<file path="src/rtl/hub_pkg.sv">
// Shared definitions for HUB <-> IEEE-754 format conversion: biases, value classes and
// the canonical quiet-NaN pattern.
package hub_pkg;

  localparam int unsigned MaxW = 64;

  typedef enum logic [2:0] {
    ClsZero,
    ClsUnder,
    ClsNormal,
    ClsInf,
    ClsNan
  } hub_class_e;

  function automatic int unsigned hub_bias(int unsigned e);
    return 32'd1 << (e - 1);
  endfunction

  function automatic int unsigned ieee_bias(int unsigned e);
    return (32'd1 << (e - 1)) - 32'd1;
  endfunction

  localparam int unsigned HubBias  = hub_bias(8);
  localparam int unsigned IeeeBias = ieee_bias(8);

  // Quiet NaN fraction for an m-bit field: MSB only; callers slice the low m bits.
  function automatic logic [MaxW-1:0] canon_nan_frac(int unsigned m);
    logic [MaxW-1:0] r;
    r        = '0;
    r[m - 1] = 1'b1;
    return r;
  endfunction

endpackage

</file>
<file path="src/rtl/hub_ieee_round.sv">
// Combinational classify and round-to-nearest-even of a HUB exponent/mantissa pair
// into IEEE-754 exponent and fraction fields.
module hub_ieee_round
  import hub_pkg::*;
#(
  parameter int unsigned M = 23,
  parameter int unsigned E = 8
) (
  input  logic [E-1:0] hub_exp,
  input  logic [M-1:0] hub_man,
  output hub_class_e   cls,
  output logic [E-1:0] ieee_exp,
  output logic [M-1:0] ieee_frac
);

  localparam logic [E-1:0] BiasDelta = E'(hub_bias(E) - ieee_bias(E));

  logic carry;

  // The dropped implicit LSB is always an exact tie: odd mantissas round up to even.
  assign {carry, ieee_frac} = {1'b0, hub_man} + (M+1)'(hub_man[0]);
  assign ieee_exp           = hub_exp - BiasDelta + E'(carry);

  always_comb begin
    cls = ClsNormal;
    if (hub_exp == '0) begin
      cls = ClsZero;
    end else if (hub_exp == E'(1)) begin
      cls = ClsUnder;
    end else if (&hub_exp) begin
      cls = (hub_man == '0) ? ClsInf : ClsNan;
    end
  end

endmodule

</file>
<file path="src/rtl/hub_to_ieee_conv.sv">
// Two-stage valid/ready converter from HUB floating point to IEEE-754.
// Sticky exception flags are built only when HUB2IEEE_FLAGS_EN is defined.
module hub_to_ieee_conv
  import hub_pkg::*;
#(
  parameter int unsigned M = 23,
  parameter int unsigned E = 8
) (
  input  logic           clk,
  input  logic           rst_n,
  input  logic           in_valid,
  output logic           in_ready,
  input  logic [E+M:0]   in_data,
  output logic           out_valid,
  input  logic           out_ready,
  output logic [E+M:0]   out_data,
  output logic [2:0]     flags,
  input  logic           flag_clr
);

  localparam logic [MaxW-1:0] NanFull = canon_nan_frac(M);

  logic [M-1:0] nan_frac;
  assign nan_frac = NanFull[M-1:0];

  hub_class_e   rd_cls;
  logic [E-1:0] rd_exp;
  logic [M-1:0] rd_frac;

  hub_ieee_round #(
    .M (M),
    .E (E)
  ) u_round (
    .hub_exp   (in_data[E+M-1:M]),
    .hub_man   (in_data[M-1:0]),
    .cls       (rd_cls),
    .ieee_exp  (rd_exp),
    .ieee_frac (rd_frac)
  );

  logic         init_q;
  logic         s1_valid_q;
  logic         s1_sign_q;
  hub_class_e   s1_cls_q;
  logic [E-1:0] s1_exp_q;
  logic [M-1:0] s1_frac_q;
  logic         out_valid_q;
  logic [E+M:0] out_data_q;

  logic s2_adv;
  logic in_xfer;

  // init_q keeps in_ready low until the first clock after reset release.
  assign s2_adv   = !out_valid_q || out_ready;
  assign in_ready = init_q && (!s1_valid_q || s2_adv);
  assign in_xfer  = in_valid && in_ready;

  always_ff @(posedge clk or negedge rst_n) begin
    if (!rst_n) begin
      init_q     <= 1'b0;
      s1_valid_q <= 1'b0;
      s1_sign_q  <= 1'b0;
      s1_cls_q   <= ClsZero;
      s1_exp_q   <= '0;
      s1_frac_q  <= '0;
    end else begin
      init_q <= 1'b1;
      if (in_ready) begin
        s1_valid_q <= in_valid;
      end
      if (in_xfer) begin
        s1_sign_q <= in_data[E+M];
        s1_cls_q  <= rd_cls;
        s1_exp_q  <= rd_exp;
        s1_frac_q <= rd_frac;
      end
    end
  end

  logic [E+M:0] asm_data;
  logic [2:0]   asm_flags;

  // Flag order: {invalid, underflow, inexact}.
  always_comb begin
    asm_data  = {s1_sign_q, s1_exp_q, s1_frac_q};
    asm_flags = 3'b001;
    unique case (s1_cls_q)
      ClsZero: begin
        asm_data  = {s1_sign_q, {(E+M){1'b0}}};
        asm_flags = 3'b000;
      end
      ClsUnder: begin
        asm_data  = {s1_sign_q, {(E+M){1'b0}}};
        asm_flags = 3'b011;
      end
      ClsInf: begin
        asm_data  = {s1_sign_q, {E{1'b1}}, {M{1'b0}}};
        asm_flags = 3'b000;
      end
      ClsNan: begin
        asm_data  = {1'b0, {E{1'b1}}, nan_frac};
        asm_flags = 3'b100;
      end
      default: ;
    endcase
  end

  always_ff @(posedge clk or negedge rst_n) begin
    if (!rst_n) begin
      out_valid_q <= 1'b0;
      out_data_q  <= '0;
    end else if (s2_adv) begin
      out_valid_q <= s1_valid_q;
      if (s1_valid_q) begin
        out_data_q <= asm_data;
      end
    end
  end

  assign out_valid = out_valid_q;
  assign out_data  = out_data_q;

`ifdef HUB2IEEE_FLAGS_EN
  logic [2:0] s2_flags_q;
  logic [2:0] flags_q;

  // A clear in the same cycle as a transfer still leaves that transfer's flags set.
  always_ff @(posedge clk or negedge rst_n) begin
    if (!rst_n) begin
      s2_flags_q <= '0;
      flags_q    <= '0;
    end else begin
      if (s2_adv && s1_valid_q) begin
        s2_flags_q <= asm_flags;
      end
      flags_q <= (flag_clr ? 3'b000 : flags_q) |
                 ((out_valid_q && out_ready) ? s2_flags_q : 3'b000);
    end
  end

  assign flags = flags_q;
`else
  logic unused_cfg;
  assign unused_cfg = flag_clr ^ (^asm_flags);
  assign flags      = 3'b000;
`endif

endmodule

</file>
<file path="config.mk">
export PLATFORM = sky130hd
export DESIGN_NAME = hub_to_ieee_conv
export DESIGN_NICKNAME = d
export VERILOG_FILES = /design/src/rtl/hub_pkg.sv /design/src/rtl/hub_ieee_round.sv /design/src/rtl/hub_to_ieee_conv.sv
export SDC_FILE = /design/constraint.sdc
export NUM_CORES = 1
export LEC_CHECK = 0
export CORE_MARGIN = 2
export CORE_UTILIZATION = 51
export CTS_CLUSTER_DIAMETER = 80
export CTS_CLUSTER_SIZE = 10
export DETAILED_ROUTE_END_ITERATION = 8
export GPL_TIMING_DRIVEN = 0
export PLACE_DENSITY = 0.8
export SYNTH_ARGS = -nofsm -noshare
export SYNTH_HDL_FRONTEND = slang
export SYNTH_HIERARCHICAL = 1
export SYNTH_SLANG_ARGS = --single-unit
</file>
<file path="constraint.sdc">
create_clock -name clk -period 1.4 [get_ports clk]
set_input_delay 0.21 -clock clk [delete_from_list [all_inputs] [get_ports clk]]
set_output_delay 0.21 -clock clk [all_outputs]
set_load 0.01 [all_outputs]
</file>
==> out/qor.yml <==
run_status:
  status: "complete, but fails checks"
  failed_checks: "hold timing, setup timing"
yosys:
  synth_compound_area_share_pct: 11.85
  synthTopCellsByArea: "dfrtp_1, mux2_2, a22o_1"
  synth_seq_cells: 70
  synth-seq-area-share_pct: 50.29
  muxShareOfSynthArea_pct: 12.36
  yosysTopAreaCell: "dfrtp_1"
  synth_top_family_by_area: "simple AND/OR/NAND/NOR gates"
  yosys.area_share.simple_pct: 12.46
  synth_fa_ha_area_share_pct: 1.437
  syn_area_sq_mm: 0.003483
  synthFlopType: "dfrtp_1"
  syn_area_per_cell_sq_um: 11.85
  synth.distinct_cells: 41
  syn_inst: 294
  ys_warn_count: 6
  synth-edff-count: 0
  synthArstFlopShare_pct: 100.0
  synth.top_cell.area_share_pct: 50.29
  synth_xor_area_share_pct: 6.789
drt:
  wl_per_cell_um: 19.46
  vias: 2824
  wl_um: 9576
  drt-pass1-iter-count: 4
  vias_per_cell: 5.740
  initialDrtViolationCount: 220
  ant_nets: 0
  drcViolationCount: 0
critical_path:
  crit_path_end_kind: "flop"
  regToRegEndpoint: "s1_cls_q[1]"
  slowest_stage: "mux2_4"
  crit_chain: "buf_8 > and3_4 > and3_4 > and3_4 > nand3_4 > ha_4 > nor3b_4 > nand2_2 > xnor2_2 > mux2_4"
  critPathLaunchType: "primary input"
  crit_family: "simple AND/OR/NAND/NOR gates"
  required_ps: 1650
  cp.buffers_inverters: 1
  r2r_slack_ps: -70
  crit_path_end: "s1_exp_q[7]"
  crit_type: "primary input to flop"
  critPathMaxFanout: 3
  max_stage_delay_ps: 280
  reg2reg_depth: 6
  critPathLaunch: "in_data[12]"
  cp.arrival_ps: 1830
  crit_cells: 10
  worstReg2RegStart: "out_valid"
  crit_top_cell: "and3_4"
sta:
  finalSetupViolCount: 20
  min_period_ps: 1588
  finalHoldViolCount: 63
  drv_slew: 0
  rsz0062_at_grt: "yes"
  fmax_ghz: 0.6298
  fin_ws_ps: -187.8
  worst_pin_slew_ps: 878.5
  min_period_over_period_pct: 113.4
  timing.hold.ws_ps: -35.66
  relSlewSlack_pct: 41.43
  fin_skew_ps: 6.365
flow_run:
  drv_cap: 0
layout:
  area_growth_pct: 44.47
  final_cell_mix: "dfrtp_1, dlygate4sd2_1, buf_4"
  fin_area_sq_mm: 0.005032
  drive_gt1_share_pct: 38.83
  fill_cells: 434
  fin_nets: 449
  multi_input_area_sq_mm: 0.001843
  regArea_sq_mm: 0.001753
  num_antenna_cells: 0
  final_common_cell: "dfrtp_1"
floorplanning:
  die_area_sq_mm: 0.007507
  io_pins: 74
  die_height_um: 86.65
  rows: 30
  start_util_pct: 51.84
  die_w_um: 86.65
  core_sq_mm: 0.006719
clock_network:
  clkTransAtPathRegs_ps: 70
  cts_buffer_depth: 2
  clockRootBuffer: "clkbuf_8"
  cts_sinks: 70
  holdBufCountCts: 0
  cts_buffers: 9
  insertion_delay_ps: 360
  tritoncts: "built"
  htree_levels: 3
grt:
  grt_pass1_vias: 2727
  grt_first_pass_wirelength_um: 13660
  met2_usage_pct: 38.81
  antenna_found_initial: 0
  grt_max_degree: 71
  grt_use_met1_pct: 29.96
  grt_overflow_total: 0
  grt_use_total_pct: 23.75
  grt-busiest-layer: "met2"
  met3_usage_pct: 4.286
placement:
  hpwl_um: 5455
  gp_congestion: 0.7874
  placed_cell_area_sq_mm: 0.004343
  place_ws_ps: -1331
  io_buffers: 69
power_and_ir_drop:
  power_density_mw_per_mm2: 1349
  finalPower_uw: 6786
  vdd_drop_max_uv: 808.2
  leakagePower_uw: 0.002313
hold_path:
  worstHoldPathType: "primary input to asynchronous set/reset pin"
## flip-flops by register name (all words and copies together) (netlist names)
register	count
init_q	1
out_data	32
out_valid	1
s1_cls_q	3
s1_exp_q	8
s1_frac_q	23
s1_sign_q	1
s1_valid_q	1
## logic make-up (layout without fill, tap and decap cells)
logic type	after synthesis	count (layout)
DFF	70	70
adders and majority gates	4	4
buffers and inverters	27	143
and+or+nand+nor	64	64
muxes	38	38
AOI/OAI and AO/OA	61	61
other	3	5
xor gates and xnor gates	27	27
## synth_stat cells, drive strengths merged (5+ instances only)
cell type,count
dfrtp,70
mux2,37
a22o,23
xnor2,19
o21ai,17
buf,11
nand2,11
nand3,11
a21oi,10
inv,10
nand4,9
a31oi,8
nor2,8
nor4,8
xor2,8
clkbuf,6
and3,5
## final cells by class
class,instances,share of cell area [%]
Buffer,16,2.959
Clock inverter,3,1.343
Tap cell,80,1.989
Inverter,10,0.7459
Clock buffer,12,3.083
Sequential cell,70,34.83
Multi-Input combinational cell,199,36.62
Timing Repair Buffer,102,18.42
## power breakdown
part	internal (uW)	switching [uW]	total, uW
logic	1100	893	1990
registers	2570	346	2920
clock network	1090	783	1880
total	4760	2020	6790
## worst min-delay path by stage
stage,from,end,slack (ps),depth (start not counted)
CTS,rst_n,s1_frac_q[10],4,1
finish,rst_n,out_data[12],-40,1
floorplan,rst_n,init_q,-90,0
global route,rst_n,out_data[12],40,1
detailed placement,rst_n,out_data[12],380,1
global placement,s1_frac_q[16],out_data[16],470,1
## through the flow
stage                     setup TNS, ps  util, %  instances
after global placement          -183760    64.67        445
after detailed placement         -33650    64.64        445
after CTS                         -1247    70.07        474
after global routing              -2534    74.90        492
final                             -1252    74.90        492
after floorplan                   -3284        -        296
## timing repair
| item | 4_1_cts | 5_1_grt |
|---|---|---|
| gates cloned | 0 | 2 |
| hold endpoints to repair | 0 | 0 |
| gates resized for setup | 174 | 53 |
| buffers inserted | 15 | 16 |
| setup endpoints to repair | 76 | 47 |
| pin swaps | 15 | 13 |
## per-layer routing
metal,vias to the layer above,share of wire (%),routed length (um)
li1,1295,-,-
met5,-,0,0
met1,1393,40,3857
met4,0,3.1,295
met3,28,4.8,461
met2,108,52,4963
Power figures use the tool's default switching activity.
